$ cat config.mk
export PLATFORM = sky130hd
export DESIGN_NAME = ysyx_23060236_rd_xbar
export DESIGN_NICKNAME = d
export VERILOG_FILES = /design/src/rtl/ysyx_23060236_rd_xbar.sv
export SDC_FILE = /design/constraint.sdc
export NUM_CORES = 1
export LEC_CHECK = 0
export BUFFER_PORTS_ARGS = -buffer_cell sky130_fd_sc_hd__buf_2
export CAP_MARGIN = 25
export CORE_ASPECT_RATIO = 0.5
export CORE_MARGIN = 2
export CORE_UTILIZATION = 40
export CTS_CLUSTER_DIAMETER = 120
export DETAILED_ROUTE_END_ITERATION = 16
export GPL_TIMING_DRIVEN = 0
export PLACE_DENSITY = 0.89
export SETUP_SLACK_MARGIN = 0.5
export SLEW_MARGIN = 20
export SYNTH_ARGS = -nofsm -noshare
export SYNTH_HDL_FRONTEND = slang
export SYNTH_SLANG_ARGS = --single-unit
$ cat constraint.sdc
create_clock -name clock -period 2.8 [get_ports clock]
set_input_delay 0.14 -clock clock [delete_from_list [all_inputs] [get_ports clock]]
set_output_delay 0.14 -clock clock [all_outputs]
set_load 0.01 [all_outputs]
$ cat src/rtl/ysyx_23060236_rd_xbar.sv
// rtl/ysyx_23060236_rd_xbar.sv - AXI4-Lite read crossbar, one master to CLINT/SoC with decode-error responder
module ysyx_23060236_rd_xbar #(
   parameter logic [31:0] CLINT_BASE = 32'h0200_0000,
   parameter logic [31:0] CLINT_MASK = 32'hFFFF_0000,
   parameter logic [31:0] DEV_BASE   = 32'h8000_0000,
   parameter logic [31:0] DEV_MASK   = 32'h8000_0000
) (
   input  logic        clock,
   input  logic        reset,
   input  logic [31:0] m_araddr,
   input  logic        m_arvalid,
   output logic        m_arready,
   output logic [31:0] m_rdata,
   output logic [1:0]  m_rresp,
   output logic        m_rvalid,
   input  logic        m_rready,
   output logic [31:0] c_araddr,
   output logic        c_arvalid,
   input  logic        c_arready,
   input  logic [31:0] c_rdata,
   input  logic [1:0]  c_rresp,
   input  logic        c_rvalid,
   output logic        c_rready,
   output logic [31:0] s_araddr,
   output logic        s_arvalid,
   input  logic        s_arready,
   input  logic [31:0] s_rdata,
   input  logic [1:0]  s_rresp,
   input  logic        s_rvalid,
   output logic        s_rready
);

   typedef enum logic [1:0] {IDLE, AR, R, ERR} state_t;

   localparam logic [1:0] SEL_SOC   = 2'd0;
   localparam logic [1:0] SEL_CLINT = 2'd1;
   localparam logic [1:0] SEL_ERR   = 2'd2;

   state_t      state, state_n;
   logic [31:0] addr_q;
   logic [1:0]  sel_q;
   logic [1:0]  sel_d;

   // Address decode of the incoming request; CLINT wins over the device window
   always_comb begin
      sel_d = SEL_ERR;
      if ((m_araddr & CLINT_MASK) == CLINT_BASE)
         sel_d = SEL_CLINT;
      else if ((m_araddr & DEV_MASK) == DEV_BASE)
         sel_d = SEL_SOC;
   end

   // State, latched address and target; address/target only captured on acceptance
   always_ff @(posedge clock) begin
      if (!reset) begin
         state  <= IDLE;
         addr_q <= 32'h0;
         sel_q  <= SEL_SOC;
      end else begin
         state <= state_n;
         if (state == IDLE && m_arvalid) begin
            addr_q <= m_araddr;
            sel_q  <= sel_d;
         end
      end
   end

   // Next state and all channel outputs; slave AR driven only from registered state
   always_comb begin
      state_n   = state;
      m_arready = 1'b0;
      m_rvalid  = 1'b0;
      m_rdata   = 32'h0;
      m_rresp   = 2'b00;
      c_araddr  = addr_q;
      s_araddr  = addr_q;
      c_arvalid = 1'b0;
      s_arvalid = 1'b0;
      c_rready  = 1'b0;
      s_rready  = 1'b0;
      case (state)
         IDLE: begin
            m_arready = 1'b1;
            if (m_arvalid)
               state_n = (sel_d == SEL_ERR) ? ERR : AR;
         end
         AR: begin
            if (sel_q == SEL_CLINT) begin
               c_arvalid = 1'b1;
               if (c_arready) state_n = R;
            end else if (sel_q == SEL_SOC) begin
               s_arvalid = 1'b1;
               if (s_arready) state_n = R;
            end
         end
         R: begin
            if (sel_q == SEL_CLINT) begin
               m_rvalid = c_rvalid;
               m_rdata  = c_rdata;
               m_rresp  = c_rresp;
               c_rready = m_rready;
               if (c_rvalid && m_rready) state_n = IDLE;
            end else if (sel_q == SEL_SOC) begin
               m_rvalid = s_rvalid;
               m_rdata  = s_rdata;
               m_rresp  = s_rresp;
               s_rready = m_rready;
               if (s_rvalid && m_rready) state_n = IDLE;
            end
         end
         ERR: begin
            m_rvalid = 1'b1;
            m_rresp  = 2'b11;
            if (m_rready) state_n = IDLE;
         end
         default: state_n = IDLE;
      endcase
   end

endmodule

==> Word-level counts from Yosys, hierarchy flattened <==
Cells that the tools add are included.
{ "op_classes": {"n_eq_ne": 14, "mux": 34, "n_reduce_logical": 6} }
{ "op_table": {"columns": ["operator", "count"], "rows": [
  ["32-bit two-way mux", 3],
  ["2-bit two-way mux", 15],
  ["3-bit != test (second input constant)", 6],
  ["16-bit by 10-bit equality test with 1-bit output (second input constant)", 1],
  ["1-bit two-way mux", 13],
  ["2-bit case mux with 4 select lines", 1],
  ["8-bit AND reduction", 1],
  ["2-bit equality test (second input constant)", 3],
  ["2-bit by 1-bit equality test with 1-bit output (second input constant)", 2],
  ["2-bit zero test", 2],
  ["2-bit != test (second input constant)", 2],
  ["2-bit case mux with 2 select lines", 1],
  ["1-bit logical AND", 3],
  ["1-bit case mux with 2 select lines", 1]
]} }
{ "word_totals": {"regBits": 36, "in_bits": 108, "out_inout_bits": 104, "elab_cells": 57} }

==> Depth between registers and ports, before layout <==
{ "logic_depth": {"depth_word": 6, "ltp_mapped": 6, "ltp_nobuf": 4} }

==> Worst setup path before layout <==
No wires, ideal clock.
{ "synth_path": {"path_kind": "flip-flop to output port", "from": "register state[0]", "to": "output m_rdata[0]", "t_arrival_ns": 1.065, "required_time_ns": 2.660, "slack_ns": 1.595, "stages_incl_launch_ff": 6, "path_buffers": 2, "cell_sequence": "dfxtp_1 buf_4 nor2_2 nand2_2 buf_2 nor2_1"} }
{ "synth_via": {"elab_chain_cells": 2} }
{ "synth_rtl": {"columns": ["item", "line", "text"], "rows": [
  ["start: declaration", "39", "state_t state, state_n;"],
  ["start signal: assignment", "60", "state <= state_n;"],
  ["2-bit equality test", "81", "case (state)"],
  ["32-bit two-way mux", "81", null],
  ["end: declaration", "13", "output logic [31:0] m_rdata,"]
]} }
No other way between the ends.

==> Worst setup path after layout <==
{ "layout_path": {"from": "register state[0]", "to": "output m_rdata[20]"} }
Same word-level chain as after synthesis.

==> metrics <==
syn avg cell area=about 7.9 um2; RSZ-0062 raised after global routing=no; Yosys top cell by area=dfxtp_1; setup violators final=0; Clock Path Buffers=2; switching part of the total=between 20% and 30%; dpl hpwl=about 6 mm; initial core utilization=between 40% and 50%; top-area cell type share of the netlist area=~31%; clock share of power=33.4%; Fillers=slightly below 500; Comb power frac=between 30% and 40%; Routed Antenna Nets=0; CTS tree=yes; Worst Hold Class=in2reg; Worst VDD drop=slightly below 0.5 mV; Worst-path clk slew=about 0.050 ns; post-synthesis sequential area ratio=between 30% and 40%; row cnt=19; Crit Path Max Fanout=10; Iteration-0 DRC Markers=124; number of nets in the layout=619; flops & latches, synth=36; status=completed; Die Ht=about 58 um; All-Layer GR Usage=between 20 and 25%; Yosys Warn Count=0; clk_lat worst skew=0.27 ns; Core Box Area=approximately 5500 um2; fmax=582.9 MHz; NetSw=a little under 0.5 mW; vias in the first global route=between 2000 and 2500; Fin Clk Skew=~0.0023 ns; CTS Hold Buffers Added=0; P_int=around 1.2 mW; GR Overflow Total=0; die area=approximately 6400 um2; clock sinks=36; cell area after synthesis=between 2000 and 2500 um2; ANT cells=0; Slew Limit Fails=0; Pwr Density=457.5 nW/um2; synthesis-to-layout area growth=55.87%; post-CTS setup buffers=0; max cap viols=0; Net Count, Synth=roughly 400; share of cells above drive strength 1=between 50% and 60%; die width=approximately 110 um; Startpoint Class=flop; top cells by area, synth=dfxtp_1 (31%), mux2i_1 (16%), buf_4 (12%), nand2_1 (11%), a21boi_1 (9.7%); DR pass1 iterations=4; FF/Latch Area=approximately 720 um2; Rel. slew slack=a little over two thirds; H-tree levels=2; first-pass GRT wire length=11.34 mm; initial antenna violation count=0; CTS resizes=0; TritonCTS Buffers=5; GP Congestion=just over 0.8; crit path capture type=output port; share of power burned in registers=about 36%; Vias=2695; Residual DRC=0; clock root buffer=clkbuf_16; fin crit period=1.715 ns; WL/cell=roughly 13 um; WP data arrival=around 1.6 ns; IO buf count=210; Unique masters post-synth=26; largest net degree at the start of global routing=12; utilization after layout=about 65%; Tcrit/Tclk final=between 60% and 70%; Cells after Synth=around 290; IO Count=about 210; CP required=about 2.7 ns; DRT Wirelength=around 7.5 mm; Multi-input gate area=approximately 1200 um2; Final Hold Vio Count=0; TNS Setup=0 ns; Leak=about 2 nW; Worst Tran Pin Value=between 0.4 and 0.5 ns; critical path class=reg2out; Vias/cell=around 4.6
-- layout make-up --
cell class	count	share of cell area, %
plain buffers	53	10.35
well taps	73	2.536
inverters	1	0.1042
clock buffers	6	3.856
flip-flops and latches	36	20.01
repair buffers	210	29.18
clock inverters	2	0.2779
multi-input cells	204	33.69
-- sequential cells by signal, summed over array words and instances, names as in the netlist --
signal and flops:
state 2, c_araddr 32, sel_q 2
-- routing by layer --
metal	wire (um)	global-route usage (%)	part of all wire, %	vias to the layer above
li1	-	-	-	1374
met1	3113	25.92	42	1204
met2	3777	40.59	50	103
met3	455	3.347	6.1	14
met4	136	7.231	1.8	0
met5	0	0	0	-
-- path summary, 6_finish.rpt --
path	startpoint	end	slack [ns]	cells past startpoint
min reg2reg	c_araddr[0]	c_araddr[0]	0.46	2
max reg2reg	state[1]	c_araddr[17]	1.61	4
max	state[0]	m_rdata[20]	1.08	6
min	m_araddr[4]	c_araddr[4]	0.1	3
-- worst max-delay path: stages, from the launching register on --
cell,delay (ns)
dfxtp_1,0.35
buf_4,0.18
nor2_2,0.13
nand2_2,0.12
buf_2,0.22
nor2_1,0.15
buf_2,0.15
-- Yosys cell counts (all sizes together) --
library cell and instances:
nand2 71, buf 48, nor2 40, dfxtp 36, mux2i 36, a21boi 34, clkbuf 5, o21a 4
nand3 3, nor4 3, and4 2, nor3 2, nor3b 2, o22ai 2, a41oi 1, inv 1
nand2b 1, nand4b 1, nor4b 1, o311ai 1
-- stage by stage --
step / total power [mW] / instance area, um2 / setup slack, ns / hold slack, ns / instances
2_1_floorplan: 0.8828 / 2311 / 1.595 / 0.2749 / 294
3_3_place_gp: 1.097 / 3453 / 1.376 / 0.3791 / 577
3_5_place_dp: 1.109 / 3453 / 1.365 / 0.3884 / 577
4_1_cts: 1.660 / 3602 / 1.067 / 0.09979 / 585
5_1_grt: 1.737 / 3602 / 0.9516 / 0.09907 / 585
6_report: 1.648 / 3602 / 1.085 / 0.09822 / 585
-- power by group through the flow --
stage	combinational, mW	clock (mW)	sequential [mW]
final	0.510	0.550	0.588
after global routing	0.559	0.585	0.594
after CTS	0.514	0.558	0.588
after detailed placement	0.510	0	0.599
after global placement	0.500	0	0.597
after floorplan	0.271	0	0.612
-- logic make-up (layout without fill, tap and decap cells) --
| group | Yosys count | in the layout | synth area share, % |
|---|---|---|---|
| DFF | 36 | 36 | 31.19 |
| muxes | 36 | 36 | 15.59 |
| AOI/OAI and AO/OA | 42 | 42 | 13.64 |
| buffers and inverters | 54 | 272 | 16.30 |
| and+or+nand+nor | 126 | 126 | 23.28 |
-- cell usage in the layout, fill, tap and decap left out --
cell type    n
o311ai_0     1
a21boi_0     4
o21a_1       4
nor3_1       1
clkbuf_8     1
nor4b_1      1
nand3_1      3
nand2_1     69
nor4_1       3
nor3_4       1
nand2b_1     1
nand4b_1     1
clkinv_2     2
mux2i_1     36
a21boi_1    30
nand2_2      2
o22ai_1      2
nor2_2       2
a41oi_1      1
inv_1        1
clkbuf_16    5
nor3b_1      2
dfxtp_1     36
buf_6        3
nor2_1      38
buf_4       38
buf_2      217
clkbuf_1     5
and4_1       2
Note: power is estimated with default switching activity, not from simulation.
